$ cat src/rtl/mips_pkg.sv
`default_nettype none
// ============================================================================
// Module   : mips_pkg
// Purpose  : Shared pipeline definitions for the ID/EX stage. Holds the ALU
//            opcode width and codes, the register-index width, and the
//            EX-stage control bundle with a helper that turns it into a bubble.
// Revision : 1.0 - initial release
// ============================================================================
package mips_pkg;

    localparam int unsigned ALUOP_W   = 4;
    localparam int unsigned REG_IDX_W = 5;

    typedef enum logic [ALUOP_W-1:0] {
        ALU_ADD  = 4'd0,
        ALU_SUB  = 4'd1,
        ALU_AND  = 4'd2,
        ALU_OR   = 4'd3,
        ALU_XOR  = 4'd4,
        ALU_NOR  = 4'd5,
        ALU_SLT  = 4'd6,
        ALU_SLTU = 4'd7,
        ALU_SLL  = 4'd8,
        ALU_SRL  = 4'd9,
        ALU_SRA  = 4'd10,
        ALU_LUI  = 4'd11
    } aluop_e;

    // Control bits that travel with the instruction into EX.
    typedef struct packed {
        logic regwrite;
        logic memread;
        logic memwrite;
        logic memtoreg;
        logic alusrc;
    } ex_ctrl_t;

    // A bubble must not write the register file or touch memory. alusrc only
    // steers an operand mux, so it is left as-is.
    function automatic ex_ctrl_t ctrl_bubble(input ex_ctrl_t c);
        ex_ctrl_t r;
        r          = c;
        r.regwrite = 1'b0;
        r.memread  = 1'b0;
        r.memwrite = 1'b0;
        r.memtoreg = 1'b0;
        return r;
    endfunction

endpackage
`default_nettype wire

$ cat src/rtl/hazard_detect.sv
`default_nettype none
// ============================================================================
// Module   : hazard_detect
// Purpose  : Combinational load-use hazard detector. Flags a stall when the
//            load now in EX writes a register the instruction in ID reads.
// Ports    : ex_valid, ex_memread, ex_rt - load currently in EX
//            id_valid, id_rs, id_rt, id_uses_rt - instruction in ID
//            flush - squash of the decode slot (suppresses the stall)
//            stall - hazard output
// Revision : 1.0 - initial release
// ============================================================================
module hazard_detect
    import mips_pkg::*;
(
    input  logic                 ex_valid,
    input  logic                 ex_memread,
    input  logic [REG_IDX_W-1:0] ex_rt,
    input  logic                 id_valid,
    input  logic                 flush,
    input  logic [REG_IDX_W-1:0] id_rs,
    input  logic [REG_IDX_W-1:0] id_rt,
    input  logic                 id_uses_rt,
    output logic                 stall
);

    logic w_load_in_ex;
    logic w_src_match;

    // $zero is hard-wired, so a load targeting it never creates a dependency.
    assign w_load_in_ex = ex_valid & ex_memread & (ex_rt != '0);
    assign w_src_match  = (ex_rt == id_rs) | (id_uses_rt & (ex_rt == id_rt));

    // A flushed decode slot is being discarded anyway; stalling it is pointless.
    assign stall = w_load_in_ex & id_valid & ~flush & w_src_match;

endmodule
`default_nettype wire

$ cat src/rtl/id_ex_reg.sv
`default_nettype none
// ============================================================================
// Module   : id_ex_reg
// Purpose  : ID/EX pipeline register with load-use stall insertion and a
//            saturating stall-event counter.
// Ports    : clk, rst (sync, active-high)
//            id_*  - decoded instruction fields from ID
//            flush - taken branch/jump resolved in EX
//            ex_*  - registered fields presented to EX
//            stall - combinational load-use hazard to upstream stages
//            stall_cnt - saturating count of stall cycles
// Revision : 1.0 - initial release
// ============================================================================
module id_ex_reg
    import mips_pkg::*;
#(
    parameter int DW   = 32,
    parameter int CNTW = 16
) (
    input  logic                 clk,
    input  logic                 rst,
    input  logic                 id_valid,
    input  logic [DW-1:0]        id_rdata1,
    input  logic [DW-1:0]        id_rdata2,
    input  logic [DW-1:0]        id_imm,
    input  logic [REG_IDX_W-1:0] id_rs,
    input  logic [REG_IDX_W-1:0] id_rt,
    input  logic [REG_IDX_W-1:0] id_rd,
    input  logic                 id_uses_rt,
    input  logic                 id_regwrite,
    input  logic                 id_memread,
    input  logic                 id_memwrite,
    input  logic                 id_memtoreg,
    input  logic                 id_alusrc,
    input  logic                 id_regdst,
    input  logic [ALUOP_W-1:0]   id_aluop,
    input  logic                 flush,
    output logic                 ex_valid,
    output logic                 ex_regwrite,
    output logic                 ex_memread,
    output logic                 ex_memwrite,
    output logic                 ex_memtoreg,
    output logic                 ex_alusrc,
    output logic [ALUOP_W-1:0]   ex_aluop,
    output logic [DW-1:0]        ex_rdata1,
    output logic [DW-1:0]        ex_rdata2,
    output logic [DW-1:0]        ex_imm,
    output logic [REG_IDX_W-1:0] ex_rs,
    output logic [REG_IDX_W-1:0] ex_rt,
    output logic [REG_IDX_W-1:0] ex_wreg,
    output logic                 stall,
    output logic [CNTW-1:0]      stall_cnt
);

    logic                 valid_d,  valid_q;
    ex_ctrl_t             ctrl_d,   ctrl_q;
    logic [ALUOP_W-1:0]   aluop_d,  aluop_q;
    logic [DW-1:0]        rdata1_d, rdata1_q;
    logic [DW-1:0]        rdata2_d, rdata2_q;
    logic [DW-1:0]        imm_d,    imm_q;
    logic [REG_IDX_W-1:0] rs_d,     rs_q;
    logic [REG_IDX_W-1:0] rt_d,     rt_q;
    logic [REG_IDX_W-1:0] wreg_d,   wreg_q;
    logic [CNTW-1:0]      cnt_d,    cnt_q;

    hazard_detect u_hazard_detect (
        .ex_valid   (valid_q),
        .ex_memread (ctrl_q.memread),
        .ex_rt      (rt_q),
        .id_valid   (id_valid),
        .flush      (flush),
        .id_rs      (id_rs),
        .id_rt      (id_rt),
        .id_uses_rt (id_uses_rt),
        .stall      (stall)
    );

    // Data and index fields are always captured; only the control bits decide
    // whether EX sees a real instruction or a bubble. Flush and stall both
    // collapse to the same bubble, so their relative priority is moot here.
    always_comb begin
        valid_d          = id_valid & ~flush & ~stall;
        ctrl_d           = '0;
        ctrl_d.regwrite  = id_regwrite;
        ctrl_d.memread   = id_memread;
        ctrl_d.memwrite  = id_memwrite;
        ctrl_d.memtoreg  = id_memtoreg;
        ctrl_d.alusrc    = id_alusrc;
        if (!valid_d) begin
            ctrl_d = ctrl_bubble(ctrl_d);
        end
        aluop_d  = id_aluop;
        rdata1_d = id_rdata1;
        rdata2_d = id_rdata2;
        imm_d    = id_imm;
        rs_d     = id_rs;
        rt_d     = id_rt;
        wreg_d   = id_regdst ? id_rd : id_rt;

        cnt_d = cnt_q;
        if (stall && (cnt_q != {CNTW{1'b1}})) begin
            cnt_d = cnt_q + CNTW'(1);
        end
    end

    always_ff @(posedge clk) begin
        if (rst) begin
            valid_q  <= 1'b0;
            ctrl_q   <= '0;
            aluop_q  <= '0;
            rdata1_q <= '0;
            rdata2_q <= '0;
            imm_q    <= '0;
            rs_q     <= '0;
            rt_q     <= '0;
            wreg_q   <= '0;
            cnt_q    <= '0;
        end else begin
            valid_q  <= valid_d;
            ctrl_q   <= ctrl_d;
            aluop_q  <= aluop_d;
            rdata1_q <= rdata1_d;
            rdata2_q <= rdata2_d;
            imm_q    <= imm_d;
            rs_q     <= rs_d;
            rt_q     <= rt_d;
            wreg_q   <= wreg_d;
            cnt_q    <= cnt_d;
        end
    end

    assign ex_valid    = valid_q;
    assign ex_regwrite = ctrl_q.regwrite;
    assign ex_memread  = ctrl_q.memread;
    assign ex_memwrite = ctrl_q.memwrite;
    assign ex_memtoreg = ctrl_q.memtoreg;
    assign ex_alusrc   = ctrl_q.alusrc;
    assign ex_aluop    = aluop_q;
    assign ex_rdata1   = rdata1_q;
    assign ex_rdata2   = rdata2_q;
    assign ex_imm      = imm_q;
    assign ex_rs       = rs_q;
    assign ex_rt       = rt_q;
    assign ex_wreg     = wreg_q;
    assign stall_cnt   = cnt_q;

endmodule
`default_nettype wire

$ cat config.mk
export PLATFORM = sky130hd
export DESIGN_NAME = id_ex_reg
export DESIGN_NICKNAME = d
export VERILOG_FILES = /design/src/rtl/mips_pkg.sv /design/src/rtl/hazard_detect.sv /design/src/rtl/id_ex_reg.sv
export SDC_FILE = /design/constraint.sdc
export NUM_CORES = 1
export LEC_CHECK = 0
export CAP_MARGIN = 30
export CELL_PAD_IN_SITES_DETAIL_PLACEMENT = 1
export CELL_PAD_IN_SITES_GLOBAL_PLACEMENT = 1
export CORE_ASPECT_RATIO = 0.8
export CORE_MARGIN = 4
export CORE_UTILIZATION = 29
export CTS_CLUSTER_SIZE = 24
export DETAILED_ROUTE_END_ITERATION = 12
export PLACE_DENSITY = 0.89
export REMOVE_ABC_BUFFERS = 1
export SYNTH_ARGS = -nofsm -noshare
export SYNTH_HDL_FRONTEND = slang
export SYNTH_SLANG_ARGS = --single-unit
$ cat constraint.sdc
create_clock -name clk -period 5.2 [get_ports clk]
set_clock_uncertainty 0.1 [all_clocks]
set_input_delay 1.04 -clock clk [delete_from_list [all_inputs] [get_ports clk]]
set_output_delay 1.04 -clock clk [all_outputs]
set_load 0.01 [all_outputs]
# Yosys cells after proc, flatten, opt, wreduce, memory -nomap -nowiden
# Index checks and enable logic that the tools add are counted.
dict set report word_totals {
  in_bits 126
  romBits 0
  output_inout_bits 138
  ff_bits 137
  mem_bits_rw 0
  latch_bits 0
  memories 0
}
dict set report op_classes {
  bitwise 12
  addsub 1
  eq_ne 3
  magnitude_cmp 0
  shift 0
  n_div 0
  multipliers 0
  n_reduce_logical 3
  muxes 1
}
# operator count
set op_table {}
lappend op_table {{$add 16x1->16 const B} 1}
lappend op_table {{$ne 16x16->1 const B} 1}
lappend op_table {{$eq 5x5->1} 2}
lappend op_table {{$and 1x1->1} 8}
lappend op_table {{$mux 5} 1}
lappend op_table {{$reduce_bool 5->1} 1}
lappend op_table {{$not 1->1} 3}
lappend op_table {{$reduce_or 2->1} 1}
lappend op_table {{$logic_and 1x1->1} 1}
lappend op_table {{$or 1x1->1} 1}

# Depth between registers and ports, before layout
dict set report logic_depth {
  depth_word 9
  ltp_mapped 7
  mapped_depth_nobuf 6
}

# Cells and area by module
# A second synthesis with hierarchy kept.
dict set report hier_totals {
  hier_cells 379
  area_unflattened_um2 4276.6
}
# module n_inst cells_per_inst area_each_um2 seq_area_each_um2
set by_module_without_submodules {}
lappend by_module_without_submodules {id_ex_reg 1 361 4135.2 2742.6}
lappend by_module_without_submodules {hazard_detect 1 18 141.4 0.0}

# Worst setup path after synthesis
# OpenSTA, ideal clock, no wires.
dict set report synth_timing {
  path_type {input -> output}
  from {input id_rt[1]}
  to {output stall}
  slack_ps 1840
  required_time_ps 4060
  arrival_ps 2220
  cell_stages 6
  cell_sequence {xor2_1 -> nor4_1 -> a32oi_1 -> buf_2 -> buf_2 -> nor3_1}
}
dict set report synth_via {
  elab_chain_len 4
}
# element line_no
set synth_lines {}
lappend synth_lines {{start: declaration} id_ex_reg.sv:27} ;# input logic [REG_IDX_W-1:0] id_rt,
lappend synth_lines {{$eq 5x5->1} hazard_detect.sv:31} ;# assign w_src_match = (ex_rt == id_rs) | (id_uses_rt & (ex_rt == id_rt));
lappend synth_lines {{$and 1x1->1} hazard_detect.sv:31}
lappend synth_lines {{$or 1x1->1} hazard_detect.sv:31}
lappend synth_lines {{$and 1x1->1} hazard_detect.sv:34} ;# assign stall = w_load_in_ex & id_valid & ~flush & w_src_match;
lappend synth_lines {{end: declaration} id_ex_reg.sv:51} ;# output logic stall,
# Every way passes these cells.

# Worst setup path after layout
dict set report layout_timing {
  from {input id_rt[4]}
  to {output stall}
}
# Same word-level chain as after synthesis.

==> impl_metrics.ini <==
[status]
outcome = completed

[detailed_routing]
viasPerCell = 4.404
wl_per_cell_microns = 17.87
drc = 0
postRouteWirelength_microns = 15030
num_vias = 3704
first_iter_violations = 124
first_pass_iters = 4
postRouteAntennaNets = 0

[global_route]
grt_first_pass_wirelength_microns = 22370
grt_usage_pct = 17.46
antenna_found_initial = 0
grt_overflow = 0
first_global_vias = 4091
grt_start_max_net_pins = 81

[clock_tree]
clock_sinks = 137
cts-hold-fix-buffers = 0
clk_pin_slew_ns = 0.06
cts_tree = done
ctsResizeCount = 0
clk_path_buf_depth = 2
clk_latency_ns = 0.41
post_cts_buffers = 0
root_buffer = clkbuf_16
cts_max_level = 4
cts_buffers = 17

[die]
io_pins = 264
row_count = 39
die_y_microns = 116.9
start_util_pct = 29.88
dieArea_sq_um = 16860
die_w_microns = 144.2
core_sq_um = 14400

[setup_path]
cp_cell_sequence = clkdlybuf4s50_1 > xor2_1 > nor4_1 > a32oi_1 > buf_4 > nor3_1 > clkdlybuf4s50_1
cp-start-kind = primary input
crit_family = buffers and inverters
critical-path-slowest-cell = clkdlybuf4s50_1
critPathKind = primary input to primary output
worst-path-buf-inv = 3
r2r_setup_slack_ns = 2.97
cp_common_cell = clkdlybuf4s50_1
cp.required_ns = 4.06
slowest_delay_ns = 0.56
crit_path_end_kind = primary output
critical_path_arrival_ns = 3.18
crit_fanout = 29

[pwr]
vdd_drop_max_v = 0.0001651
p_clk_share_pct = 45.3
switching_power_uw = 565.4
p_seq_share_pct = 43.3
p_sw_share_pct = 21.94
combPwrFrac_pct = 11.4
power.leakage_uw = 0.002872
p_int_uw = 2012
power_density_nw_per_um2 = 336.3

[sta]
rsz0062_at_grt = no
whs_ns = 0.4184
slew_violations = 0
finalCriticalPeriod_ns = 4.320
hold_viol_final = 0
max_slew_margin_pct = 46.06
max_freq_ghz = 0.2315
setup_violations = 0
fin_setup_tns_ns = 0
finalCritPeriodShare_pct = 83.08
tightest_slew_ns = 0.8091

[finish]
final_cell_mix = clkdlybuf4s50_1, dfxtp_1, nor2b_1
fin_area_sq_um = 7664
nets = 772
drive_gt1_share_pct = 5.327
final_common_cell = clkdlybuf4s50_1
area_growth_pct = 78.16
num_antenna_cells = 0

[logic_synthesis]
netlist_area_sq_um = 4302
synth_seq_area_share_pct = 63.76
yosysUniqueCellTypes = 36
avgSynthCellArea_sq_um = 11.29
synthCells = 381
yosys_warnings = 0
synth_seq_cells = 137

[placement]
place_congestion = 0.8541
place_hpwl_microns = 11420
dpl_cell_area_sq_um = 7083
port_buffers = 263

[flow_run]
drv_cap = 0

[hold_path]
hp-class = flip-flop to flip-flop
registers in the layout, indices dropped and copies added, names as in the netlist:
signal       flops
ex_imm          32
ex_rdata1       32
ex_rdata2       32
stall_cnt       16
ex_rs            5
ex_rt            5
ex_wreg          5
ex_aluop         4
ex_alusrc        1
ex_memread       1
ex_memtoreg      1
ex_memwrite      1
ex_regwrite      1
ex_valid         1
worst reg2reg max path: cells and delay by family, from the launching register on:
kind	cells	cell delay, ns
AOI/OAI and AO/OA	1	0.15
xor gates and xnor gates	1	0.10
buffers and inverters	1	0.24
DFF	1	0.45
muxes	1	0.37
and+or+nand+nor	2	0.70
worst paths after layout:
check        depth (start not counted)                      start                         to
max                                  7                   id_rt[4]                      stall
min reg2reg                          2  stall_cnt[9]$_SDFFE_PP0P_  stall_cnt[9]$_SDFFE_PP0P_
max reg2reg                          6        ex_rt[1]$_SDFF_PP0_  stall_cnt[6]$_SDFFE_PP0P_
min                                  2  stall_cnt[9]$_SDFFE_PP0P_  stall_cnt[9]$_SDFFE_PP0P_
cell usage after synthesis:
cell / number / area share (%)
xnor2_1: 1 / 0.20
nand3_1: 8 / 0.93
and2_1: 4 / 0.58
o41ai_4: 1 / 0.64
o21ba_4: 1 / 0.38
o31ai_1: 9 / 1.6
ha_1: 1 / 0.29
and4_1: 1 / 0.20
o31a_1: 1 / 0.20
and3_1: 1 / 0.15
o21ba_2: 1 / 0.23
nor2_1: 13 / 1.1
nor3_1: 5 / 0.58
nor2b_1: 114 / 17
mux2i_1: 6 / 1.4
or4_1: 10 / 1.7
xor2_1: 9 / 1.8
buf_4: 1 / 0.17
nand2b_1: 2 / 0.29
mux2_1: 3 / 0.79
a32oi_1: 1 / 0.20
buf_1: 2 / 0.17
buf_2: 3 / 0.35
nand4b_1: 1 / 0.20
or4b_1: 1 / 0.23
inv_1: 3 / 0.26
nor3b_1: 1 / 0.17
clkbuf_1: 14 / 1.2
dfxtp_1: 137 / 64
nor4_1: 2 / 0.29
or4_4: 1 / 0.26
nand2_1: 5 / 0.44
nand4_1: 4 / 0.58
a21oi_1: 11 / 1.3
o41ai_1: 2 / 0.41
buf_6: 1 / 0.26
logic make-up after synthesis:
group / count (synthesis) / synth area share [%]
AOI/OAI and AO/OA: 27 / 4.916
xor gates and xnor gates: 10 / 2.036
adders and majority gates: 1 / 0.2908
buffers and inverters: 24 / 2.443
DFF: 137 / 63.76
muxes: 9 / 2.182
and+or+nand+nor: 173 / 24.37
metrics by stage:
stage	util (%)	instances	total power, uW	setup WS, ns
final	53.24	841	2577	0.8800
after global routing	53.24	841	2687	0.6737
after CTS	53.16	840	2619	0.8444
after detailed placement	49.20	809	1434	0.8633
after global placement	49.20	809	1424	0.9384
after floorplan	-	360	1206	1.473
power by group through the flow:
| stage | clock, uW | sequential, uW | combinational (uW) |
|---|---|---|---|
| 2_1_floorplan | 0 | 1160 | 43.1 |
| 4_1_cts | 1200 | 1120 | 298 |
| 3_5_place_dp | 0 | 1140 | 295 |
| 3_3_place_gp | 0 | 1140 | 286 |
| 6_report | 1170 | 1120 | 294 |
| 5_1_grt | 1250 | 1120 | 314 |
final cells by class:
class,instances,area (sq um)
tap,184,230.2
multi-input combinational,220,1454
timing repair buffer,266,2656
clock inverter,9,115.1
inverter,3,11.26
sequential,137,2743
fill,1526,6731
clock buffer,22,454.2
per-layer routing:
metal / global-route usage [%] / share of wire (%) / vias to the layer above
met5: 0 / 0 / -
met4: 6.774 / 2.4 / 0
met3: 7.149 / 8.9 / 24
met2: 31.80 / 52 / 173
met1: 18.04 / 37 / 1728
li1: - / - / 1779
No activity file was read; power rests on OpenSTA's default activity.
